===== src/rtl/vga_timing_controller.sv =====
// ============================================================================
// vga_timing_controller
// ----------------------------------------------------------------------------
// Generates the VGA raster for the Pong display. It owns the horizontal and
// vertical pixel counters and decodes sync, blanking and the line/frame
// strobes from them. It also opens a request/acknowledge window for the
// game-logic frame update during vertical blanking and flags updates that
// miss that window.
//
// Optional build macro: VGA_SYNC_PIPE_EN
//   Defined   : hsync, vsync and video_on are delayed by two more clk_div
//               cycles to line up with the 2-stage pixel renderer.
//   Undefined : no extra delay.
//
// Ports
//   clk_div      in   pixel clock, rising edge
//   reset_n      in   asynchronous active-low reset
//   run          in   1 = generate frames, 0 = stop at the next frame boundary
//   update_ack   in   game logic finished its frame update
//   overrun_clr  in   one-cycle pulse clearing the overrun flag
//   h_count      out  horizontal counter, 0..H_TOTAL-1
//   v_count      out  vertical counter, 0..V_TOTAL-1
//   hsync        out  horizontal sync, active low
//   vsync        out  vertical sync, active low
//   video_on     out  1 inside the visible region
//   line_end     out  pulse at h_count = H_TOTAL-1
//   frame_start  out  pulse at (0,0) while running
//   update_req   out  frame update permitted, held until acknowledged
//   overrun      out  sticky: frame update missed the blanking window
// ============================================================================
module vga_timing_controller #(
    parameter int unsigned H_ACTIVE = 640,
    parameter int unsigned H_FP     = 16,
    parameter int unsigned H_SYNC   = 96,
    parameter int unsigned H_BP     = 48,
    parameter int unsigned V_ACTIVE = 480,
    parameter int unsigned V_FP     = 10,
    parameter int unsigned V_SYNC   = 2,
    parameter int unsigned V_BP     = 33
) (
    input  logic        clk_div,
    input  logic        reset_n,
    input  logic        run,
    input  logic        update_ack,
    input  logic        overrun_clr,
    output logic [15:0] h_count,
    output logic [15:0] v_count,
    output logic        hsync,
    output logic        vsync,
    output logic        video_on,
    output logic        line_end,
    output logic        frame_start,
    output logic        update_req,
    output logic        overrun
);

    localparam int unsigned CNT_W   = 16;
    localparam int unsigned H_TOTAL = H_ACTIVE + H_FP + H_SYNC + H_BP;
    localparam int unsigned V_TOTAL = V_ACTIVE + V_FP + V_SYNC + V_BP;

    localparam logic [CNT_W-1:0] H_LAST     = CNT_W'(H_TOTAL - 1);
    localparam logic [CNT_W-1:0] V_LAST     = CNT_W'(V_TOTAL - 1);
    localparam logic [CNT_W-1:0] H_ACT_END  = CNT_W'(H_ACTIVE);
    localparam logic [CNT_W-1:0] V_ACT_END  = CNT_W'(V_ACTIVE);
    // Sync windows as [start, end) pairs
    localparam logic [CNT_W-1:0] HS_START   = CNT_W'(H_ACTIVE + H_FP);
    localparam logic [CNT_W-1:0] HS_END     = CNT_W'(H_ACTIVE + H_FP + H_SYNC);
    localparam logic [CNT_W-1:0] VS_START   = CNT_W'(V_ACTIVE + V_FP);
    localparam logic [CNT_W-1:0] VS_END     = CNT_W'(V_ACTIVE + V_FP + V_SYNC);

    typedef enum logic [1:0] {
        ST_IDLE  = 2'd0,
        ST_RUN   = 2'd1,
        ST_DRAIN = 2'd2
    } state_t;

    state_t           r_state;
    state_t           w_state_nxt;

    logic [CNT_W-1:0] r_h;
    logic [CNT_W-1:0] r_v;
    logic [CNT_W-1:0] w_h_nxt;
    logic [CNT_W-1:0] w_v_nxt;
    logic             w_h_wrap;
    logic             w_frame_wrap;

    logic             r_hsync;
    logic             r_vsync;
    logic             r_video_on;
    logic             r_line_end;
    logic             r_frame_start;
    logic             r_req;
    logic             r_ovr;

    logic             w_active;
    logic             w_at_origin;
    logic             w_hsync_nxt;
    logic             w_vsync_nxt;
    logic             w_video_on_nxt;
    logic             w_line_end_nxt;
    logic             w_frame_start_nxt;
    logic             w_req_nxt;
    logic             w_ovr_set;
    logic             w_ovr_nxt;

    assign w_h_wrap     = (r_h == H_LAST);
    assign w_frame_wrap = w_h_wrap && (r_v == V_LAST);

    // State register
    always_ff @(posedge clk_div or negedge reset_n) begin
        if (!reset_n) begin
            r_state <= ST_IDLE;
        end else begin
            r_state <= w_state_nxt;
        end
    end

    // Next state and next counter values
    always_comb begin
        w_state_nxt = r_state;
        w_h_nxt     = '0;
        w_v_nxt     = '0;
        case (r_state)
            ST_IDLE: begin
                // Counts stay at 0/0 on the edge that starts the first frame
                if (run) begin
                    w_state_nxt = ST_RUN;
                end
            end
            ST_RUN, ST_DRAIN: begin
                if (!w_h_wrap) begin
                    w_h_nxt = r_h + CNT_W'(1);
                    w_v_nxt = r_v;
                end else if (!w_frame_wrap) begin
                    w_v_nxt = r_v + CNT_W'(1);
                end
                // Stopping only happens on the wrap to (0,0); run returning
                // before then resumes the frame without a break
                if (run) begin
                    w_state_nxt = ST_RUN;
                end else if (w_frame_wrap) begin
                    w_state_nxt = ST_IDLE;
                end else begin
                    w_state_nxt = ST_DRAIN;
                end
            end
            default: begin
                w_state_nxt = ST_IDLE;
            end
        endcase
    end

    // Output decode from next-state values so registered outputs track the counts
    always_comb begin
        w_active          = (w_state_nxt != ST_IDLE);
        w_at_origin       = (w_h_nxt == '0) && (w_v_nxt == '0);
        w_hsync_nxt       = 1'b1;
        w_vsync_nxt       = 1'b1;
        w_video_on_nxt    = 1'b0;
        w_line_end_nxt    = 1'b0;
        w_frame_start_nxt = 1'b0;
        w_req_nxt         = 1'b0;
        w_ovr_set         = 1'b0;
        if (w_active) begin
            w_video_on_nxt    = (w_h_nxt < H_ACT_END) && (w_v_nxt < V_ACT_END);
            w_hsync_nxt       = !((w_h_nxt >= HS_START) && (w_h_nxt < HS_END));
            w_vsync_nxt       = !((w_v_nxt >= VS_START) && (w_v_nxt < VS_END));
            w_line_end_nxt    = (w_h_nxt == H_LAST);
            w_frame_start_nxt = w_at_origin;
            // An unacknowledged request reaching the next frame is an overrun
            if (w_at_origin && r_req && !update_ack) begin
                w_req_nxt = 1'b0;
                w_ovr_set = 1'b1;
            end else if ((w_h_nxt == '0) && (w_v_nxt == V_ACT_END)) begin
                w_req_nxt = 1'b1;
            end else if (update_ack) begin
                w_req_nxt = 1'b0;
            end else begin
                w_req_nxt = r_req;
            end
        end
        // Set has priority over clear
        w_ovr_nxt = w_ovr_set | (r_ovr & ~overrun_clr);
    end

    // Counter and output registers
    always_ff @(posedge clk_div or negedge reset_n) begin
        if (!reset_n) begin
            r_h           <= '0;
            r_v           <= '0;
            r_hsync       <= 1'b1;
            r_vsync       <= 1'b1;
            r_video_on    <= 1'b0;
            r_line_end    <= 1'b0;
            r_frame_start <= 1'b0;
            r_req         <= 1'b0;
            r_ovr         <= 1'b0;
        end else begin
            r_h           <= w_h_nxt;
            r_v           <= w_v_nxt;
            r_hsync       <= w_hsync_nxt;
            r_vsync       <= w_vsync_nxt;
            r_video_on    <= w_video_on_nxt;
            r_line_end    <= w_line_end_nxt;
            r_frame_start <= w_frame_start_nxt;
            r_req         <= w_req_nxt;
            r_ovr         <= w_ovr_nxt;
        end
    end

`ifdef VGA_SYNC_PIPE_EN
    // Two extra stages to align sync/blank with the renderer pipeline
    logic [1:0] r_hs_pipe;
    logic [1:0] r_vs_pipe;
    logic [1:0] r_vo_pipe;

    always_ff @(posedge clk_div or negedge reset_n) begin
        if (!reset_n) begin
            r_hs_pipe <= 2'b11;
            r_vs_pipe <= 2'b11;
            r_vo_pipe <= 2'b00;
        end else begin
            r_hs_pipe <= {r_hs_pipe[0], r_hsync};
            r_vs_pipe <= {r_vs_pipe[0], r_vsync};
            r_vo_pipe <= {r_vo_pipe[0], r_video_on};
        end
    end

    assign hsync    = r_hs_pipe[1];
    assign vsync    = r_vs_pipe[1];
    assign video_on = r_vo_pipe[1];
`else
    assign hsync    = r_hsync;
    assign vsync    = r_vsync;
    assign video_on = r_video_on;
`endif

    assign h_count     = r_h;
    assign v_count     = r_v;
    assign line_end    = r_line_end;
    assign frame_start = r_frame_start;
    assign update_req  = r_req;
    assign overrun     = r_ovr;

endmodule


===== config.mk =====
export PLATFORM = sky130hd
export DESIGN_NAME = vga_timing_controller
export DESIGN_NICKNAME = d
export VERILOG_FILES = /design/src/rtl/vga_timing_controller.sv
export SDC_FILE = /design/constraint.sdc
export NUM_CORES = 1
export LEC_CHECK = 0
export BUFFER_PORTS_ARGS = -buffer_cell sky130_fd_sc_hd__buf_4
export CORE_MARGIN = 2
export CORE_UTILIZATION = 30
export DETAILED_ROUTE_END_ITERATION = 8
export GPL_ROUTABILITY_DRIVEN = 0
export PLACE_DENSITY = 0.46
export SYNTH_ARGS = -nofsm -noshare
export SYNTH_HDL_FRONTEND = slang
export SYNTH_SLANG_ARGS = --single-unit
export TNS_END_PERCENT = 1

===== constraint.sdc =====
create_clock -name clk_div -period 2.7 [get_ports clk_div]
set_input_delay 0.405 -clock clk_div [delete_from_list [all_inputs] [get_ports clk_div]]
set_output_delay 0.405 -clock clk_div [all_outputs]
set_load 0.02 [all_outputs]

==> summary.txt, run 1 <==
Synth
  • Synthesized-area fraction occupied by and/or/nand/nor cells: 31.1%
  • Largest family of logic cells by synthesized area: simple AND/OR/NAND/NOR gates
  • Syn Nets: 315
  • Post-synthesis xor/xnor area fraction: 6.22%
  • Ys flop type: dfrtp_1
  • Post-synthesis sequential area ratio: 38.5%
  • Unique masters post-synth: 60
  • Ys Warns: 0
  • Synthesized netlist cell count: 305
  • Post-Syn Area per Cell: about 8.8 µm²
  • Proportion of synthesized area in mux cells: less than 1%
  • Adder-cell share of the synthesized area: roughly 2.3%
  • Ys async rst share: 100%
  • Synth Area in Compound Gates: 14.4%
  • Post-Syn Area: 0.00267 mm²
  • Synthesis-stage register bit count: 41
  • Post-synth EDFFs: 0

Drt
  • Drt total wl: 8.31 mm
  • Number of antenna-violating nets in the routed design: 0
  • DR pass1 iterations: 4
  • Post-route DRC: 0
  • Iter 0 DRT Violations: 73
  • Vias per cell: 5.09
  • Wire per inst: 15.7 µm
  • Vias: 2700

Pwr
  • Clock power share: 22.1%
  • Worst ir drop on vdd: 0.274 mV
  • Sequential power share: 33.5%
  • Sw frac: 36.9%
  • Leakage power: 1.75 nW
  • Combinational share of power: 44.4%
  • Tot Pwr: 2.05 mW
  • PD cells: between 500 and 600 mW/mm²
  • Pint: around 1.3 mW
  • Switching pwr: roughly 760 µW

CTS
  • Root buf cell: clkbuf_8
  • Register clock-pin slew on the reported worst setup and hold paths: 80 ps
  • Worst-skew pair later-pin latency: 300 ps
  • H-Tree Depth: 2
  • Num CTS Buffers: 5
  • Clock Sinks: 41
  • CTS tree: built
  • Largest buffer count on any clock path: 2

Placement
  • Cell Area, Placed: 0.00365 mm²
  • Dpl hpwl: 6.53 mm
  • Buffers on Ports: 43

STA
  • Final WS setup: -109 ps
  • Fmax: 356 MHz
  • Post-route setup TNS: -184 ps
  • Hold Fails Final Rpt: 0
  • Max-slew violation count: 0
  • Final setup viols: 2
  • Worst hold slack: 83.1 ps
  • Final Cycle Share: 104%
  • Slew @ Worst Pin: 536 ps
  • Setup Skew: ~7.6 ps
  • RSZ-0062 raised after global routing: true
  • Tmin final: 2810 ps
  • Slew HR: between 60 and 70%

Floorplan
  • Top Ports: between 40 and 50
  • Placement row count: 34
  • DIE WIDTH: 98.4 µm
  • Starting density of the core: a little under a third
  • Chip height: 98.4 µm
  • Core ar.: 0.00868 mm²
  • Die ar.: 0.00968 mm²

Layout
  • Post-route cell area: 0.00379 mm²
  • Fill cells: 890
  • Layout overhead on the synthesized area: 41.6%
  • Ant. Diodes: 0
  • Layout cells sized above 1: 39.1%
  • Layout Nets: 431

Critical path
  • Crit Path Max Fanout: 8
  • Startpoint types: flop
  • CP Class: reg -> reg
  • CP endpoint kind: flop
  • WP data arrival: between 3000 and 4000 ps
  • Worst EP required: 2910 ps

Global routing
  • Largest net degree at the start of global routing: 42
  • Total grt overflow: 0
  • GRT Overall Usage: 17.5%
  • First-pass GRT wire length: 13.6 mm
  • Antenna violations before repair: 0
  • Vias in the first global route: around 2700

Flow run
  • Number of max-cap violations: 0

Status
  • Status: finished with violations
  • Violated checks: setup timing

Min path
  • Min-Delay Path Class: in -> async
## Yosys cell counts (3+ instances only)
master / number / area, µm²
xnor2_1: 10 / 87.6
nor4_1: 15 / 93.8
a31oi_1: 6 / 37.5
dfrtp_1: 39 / 976
inv_1: 18 / 67.6
nor3_1: 12 / 60.1
o31a_1: 3 / 26.3
xor2_1: 9 / 78.8
nand2b_1: 3 / 18.8
a211oi_1: 4 / 30.0
ha_1: 5 / 62.6
nor2_1: 29 / 109
or4_1: 3 / 22.5
or3_1: 8 / 50.1
o21ai_0: 15 / 75.1
nand3_1: 20 / 100
clkbuf_1: 6 / 22.5
nand2_1: 22 / 82.6
a21oi_1: 7 / 35.0
nand4_1: 9 / 56.3
and3_1: 7 / 43.8
buf_6: 7 / 78.8
## path summary, 6_finish.rpt
kind / start / to / slack (ps) / cells after the start
hold / removal: reset_n / v_count[10] / 80 / 1
max in group asynchronous: reset_n / h_count[10] / 2210 / 1
setup reg to reg: h_count[6] / overrun / -110 / 9
min in group clk_div: overrun_clr / overrun / 280 / 2
setup / recovery: h_count[6] / overrun / -110 / 9
hold reg to reg: overrun / overrun / 530 / 2
## logic make-up after synthesis
logic type | after synthesis
AND/OR/NAND/NOR | 149
XOR/XNOR | 19
flip-flops | 41
multiplexers | 2
buffers and inverters | 33
AO/OA/AOI/OAI | 56
adder cells (fa/ha/maj) | 5
## worst max-delay path, stage by stage, from the launching register on
cell      delay (ps)
dfrtp_1          380
or3_4            390
or4_4            600
or4_4            500
a21oi_2          150
o22ai_2          120
nor4_4           180
buf_4            170
nand2b_4          50
o32ai_2          180
## layout by cell type, fill, tap and decap left out, drive strengths merged, types with 5 or more instances in the layout
| cell type | netlist | layout |
|---|---|---|
| xor2 | 9 | 9 |
| nand2 | 22 | 22 |
| nand3 | 20 | 20 |
| dfrtp | 39 | 39 |
| xnor2 | 10 | 10 |
| nor2 | 29 | 29 |
| nand4 | 9 | 9 |
| or3 | 10 | 10 |
| ha | 5 | 5 |
| or4 | 5 | 5 |
| nor4 | 16 | 16 |
| clkbuf | 6 | 7 |
| buf | 8 | 123 |
| nor3 | 12 | 12 |
| inv | 19 | 19 |
| and3 | 8 | 8 |
| o21ai | 18 | 18 |
| a21oi | 8 | 8 |
| a31oi | 6 | 6 |
## metal layers
layer / track usage [%] / part of all wire [%] / vias to the layer above
met5: 0 / 0 / -
met2: 29.6 / 48 / 46
met1: 23.6 / 47 / 1286
met3: 2.86 / 3.3 / 10
met4: 3.69 / 1.0 / 0
li1: - / - / 1358
## stage by stage
step | setup WS [ps] | util, % | instances
after floorplan | -304 | - | 305
after global placement | -118 | 42.1 | 521
after detailed placement | -187 | 42.1 | 521
after CTS | -142 | 43.5 | 530
after global routing | -228 | 43.6 | 530
final | -109 | 43.6 | 530
## state kept, by name (all words and copies together) (netlist names)
name,flops
h_count,16
v_count,16
r_state,2
frame_start,1
hsync,1
line_end,1
overrun,1
update_req,1
video_on,1
vsync,1
## final cells by class
| type | instances | area, µm² | area share (%) |
|---|---|---|---|
| Timing Repair Buffer | 123 | 923 | 24.4 |
| Clock inverter | 1 | 5.00 | 0.132 |
| Sequential cell | 41 | 1030 | 27.3 |
| Clock buffer | 7 | 96.3 | 2.54 |
| Inverter | 19 | 71.3 | 1.88 |
| Multi-Input combinational cell | 231 | 1520 | 40.2 |
| Tap cell | 108 | 135 | 3.57 |
## repair_timing
action                                  in CTS  in global routing
gates resized for setup                      2                  4
gates cloned                                 0                  0
hold buffers                                 0                  0
endpoints found under the setup margin       3                  4
buffers inserted                             1                  0
pin swaps                                    1                  1
## power by group through the flow
| stage | registers, mW | logic, mW | clock network, mW |
|---|---|---|---|
| after floorplan | 0.743 | 0.501 | 0 |
| after global placement | 0.697 | 0.885 | 0 |
| after detailed placement | 0.699 | 0.888 | 0 |
| after CTS | 0.687 | 0.918 | 0.476 |
| after global routing | 0.694 | 1.00 | 0.495 |
| final | 0.687 | 0.910 | 0.454 |
Note: power is estimated with default switching activity, not from simulation.
==> run 2: changes to the inputs <==
- CORE_UTILIZATION: 30 -> 40
- PLACE_DENSITY: 0.46 -> 0.58
==> run 2 against run 1 <==
  * The run ends with DRC, setup timing left
  * Final area shrank 0.46%
  * Worst setup slack lost 12 ps
  * First-iteration DRC count increased by 97%
  * Final cell count fell by 6.4%
  * Wire length shrank 2.6%
  * Clock power grew 17%
  * Critical path depth did not move
  * Global-route usage grew 5.8 points
  * Combinational power rose by 2%
  * Sequential share of layout area grew 0.16 points
  * Register-to-register slack hardly changed
  * Via count increased by 1.7%
  * Largest cell class unchanged
==> summary.txt, run 2 (synthesis results as in run 1) <==
STA
  • Final setup viols: 2 (unchanged)
  • Post-route setup TNS: -205 ps (-20.4 ps)
  • Setup Skew: 7.43 ps (-0.126 ps)
  • Slew HR: 64.0% (-0.25 points)
  • Tmin final: 2820 ps (+12.0 ps)
  • RSZ-0062 raised after global routing: true
  • Final WS setup: -121 ps (-12.0 ps)
  • Slew @ Worst Pin: 540 ps (+3.79 ps)
  • Max-slew violation count: 0 (unchanged)
  • Final Cycle Share: 104% (+0.44 points)
  • Fmax: 354 MHz (-0.42%)
  • Hold Fails Final Rpt: 0 (unchanged)

Pwr
  • Pint: 1.36 mW (+5.4%)
  • Worst ir drop on vdd: 0.300 mV (+9.4%)
  • Clock power share: 24.8% (+2.7 points)
  • Sequential power share: 32.0% (-1.5 points)
  • Sw frac: 36.4% (-0.54 points)
  • Leakage power: 1.74 nW (-0.63%)
  • Combinational share of power: 43.2% (-1.2 points)
  • PD cells: 569 mW/mm² (+5.0%)
  • Switching pwr: 780 µW (+3.0%)

Layout
  • Final std cells w/o fill: 496 (-6.4%)
  • Commonest non-fill, non-tap cell in the layout: buf_4
  • Layout cells sized above 1: 39.9% (+0.76 points)
  • Fill cells: 584 (-34%)
  • Layout Nets: 428 (-0.70%)
  • Layout overhead on the synthesized area: 41.0%
  • Ant. Diodes: 0 (unchanged)
  • Most frequent cells in the layout: 120 x buf_4, 33 x dfrtp_1, 29 x nor2_1

Drt
  • Vias per cell: 5.53 (+8.6%)
  • DR WL met3: 394 µm (+44%)
  • DR pass1 iterations: 7 (+3)
  • Number of antenna-violating nets in the routed design: 0 (unchanged)
  • Iter 0 DRT Violations: 144 (+97%)
  • Post-route DRC: 3 (+3)
  • M1 wire length: 3.68 mm (-6.1%)
  • Wire per inst: 16.3 µm (+4.1%)
  • Metal2 WL: 3.94 mm (-2.0%)
  • Vias: 2745 (+1.7%)
  • Drt total wl: 8.09 mm (-2.6%)
  • Uppermost layer routed: met4

Placement
  • Buffers on Ports: 43 (unchanged)
  • Inst Count DP: 487 (-6.5%)
  • Dpl hpwl: 6.29 mm (-3.7%)

Critical path
  • Crit-path leading delay family: simple AND/OR/NAND/NOR gates
  • CP peak stage delay: 600 ps (about the same)
  • FF-to-FF End: overrun
  • Crit Path Max Fanout: 8 (unchanged)
  • Cell repeated most along the worst path: or4_4
  • CP endpoint kind: flop
  • Startpoint types: flop
  • R2r worst-path depth: 9 (unchanged)
  • CP cell instances: or3_4 -> or4_4 -> or4_4 -> a21oi_2 -> o22ai_2 -> nor4_4 -> buf_4 -> nand2b_4 -> o32ai_2
  • WP data arrival: 3040 ps (+20 ps)
  • Crit path buf inv count: 1 (unchanged)
  • CP max stage cell: or4_4
  • R2R Path Start: h_count[6]
  • Worst EP required: 2910 ps (about the same)
  • Flop-to-flop setup slack: -120 ps (about the same)
  • CP Class: reg -> reg

CTS
  • Largest buffer count on any clock path: 2 (unchanged)
  • Cts hold-fix bufs: 0 (unchanged)
  • Num CTS Buffers: 5 (unchanged)
  • Clock Sinks: 41 (unchanged)
  • H-Tree Depth: 2 (unchanged)
  • CTS tree: built
  • Register clock-pin slew on the reported worst setup and hold paths: 80 ps (about the same)
  • Worst-skew pair later-pin latency: 300 ps (about the same)
  • Root buf cell: clkbuf_8

Status
  • Status: finished with violations
  • Violated checks: DRC, setup timing

Min path
  • Min-Delay Path Class: in -> async

Flow run
  • Number of max-cap violations: 0 (unchanged)

Floorplan
  • Placement row count: 29 (-15%)
  • DIE WIDTH: 85.8 µm (-13%)
  • Starting density of the core: 41.6% (+11 points)
  • Core ar.: 0.00642 mm² (-26%)
  • Chip height: 85.8 µm (-13%)
  • Top Ports: 44 (unchanged)
  • Die ar.: 0.00735 mm² (-24%)

Global routing
  • Largest net degree at the start of global routing: 42 (unchanged)
  • First-pass GRT wire length: 13.5 mm (-0.36%)
  • Total grt overflow: 0 (unchanged)
  • GRT Overall Usage: 23.3% (+5.8 points)
  • Antenna violations before repair: 0 (unchanged)
  • Vias in the first global route: 2709 (-0.11%)
[run 2: cell type report]
class | instances | area (µm²) | share of cell area, %
flip-flops and latches | 41 | 1040 | 27.5
multi-input cells | 231 | 1550 | 41.0
repair buffers | 120 | 901 | 23.9
clock buffers | 6 | 82.6 | 2.19
inverters | 19 | 71.3 | 1.89
well taps | 77 | 96.3 | 2.56
clock inverters | 2 | 37.5 | 0.996
[run 2: worst max-delay path by stage]
stage / cells after the start / start / to
3_5_place_dp: 9 / h_count[10] / overrun
5_1_grt: 8 / h_count[10] / update_req
3_3_place_gp: 8 / h_count[10] / update_req
6_report: 9 / h_count[6] / overrun
4_1_cts: 9 / h_count[6] / overrun
2_1_floorplan: 10 / h_count[5] / update_req
[run 2: per-layer routing]
layer / GRT usage (%) / vias up
met1: 31.9 / 1312
met4: 5.05 / 0
met2: 39.3 / 74
li1: - / 1353
met5: 0 / -
met3: 3.37 / 6
[run 2: timing repair]
item	in CTS	in global routing
pin swaps	1	2
resized for setup	4	8
endpoints found under the setup margin	4	4
buffers inserted	1	0
[run 2: metrics by stage]
stage          util (%)  hold slack, ps  total power, mW  setup WS [ps]  cell area [µm²]
2_1_floorplan         -             109             1.24           -304             2720
5_1_grt            58.7             123             2.26           -201             3770
6_report           58.7            84.7             2.14           -121             3770
4_1_cts            58.2             105             2.13           -118             3740
3_5_place_dp       55.9             429             1.57           -194             3590
3_3_place_gp       55.9             419             1.56           -110             3590
[run 2: power by group through the flow]
stage / Clock, mW / Combinational (mW) / Sequential, mW
floorplan: 0 / 0.501 / 0.743
global placement: 0 / 0.859 / 0.697
detailed placement: 0 / 0.871 / 0.700
CTS: 0.538 / 0.907 / 0.687
global route: 0.568 / 1.00 / 0.694
finish: 0.531 / 0.925 / 0.687
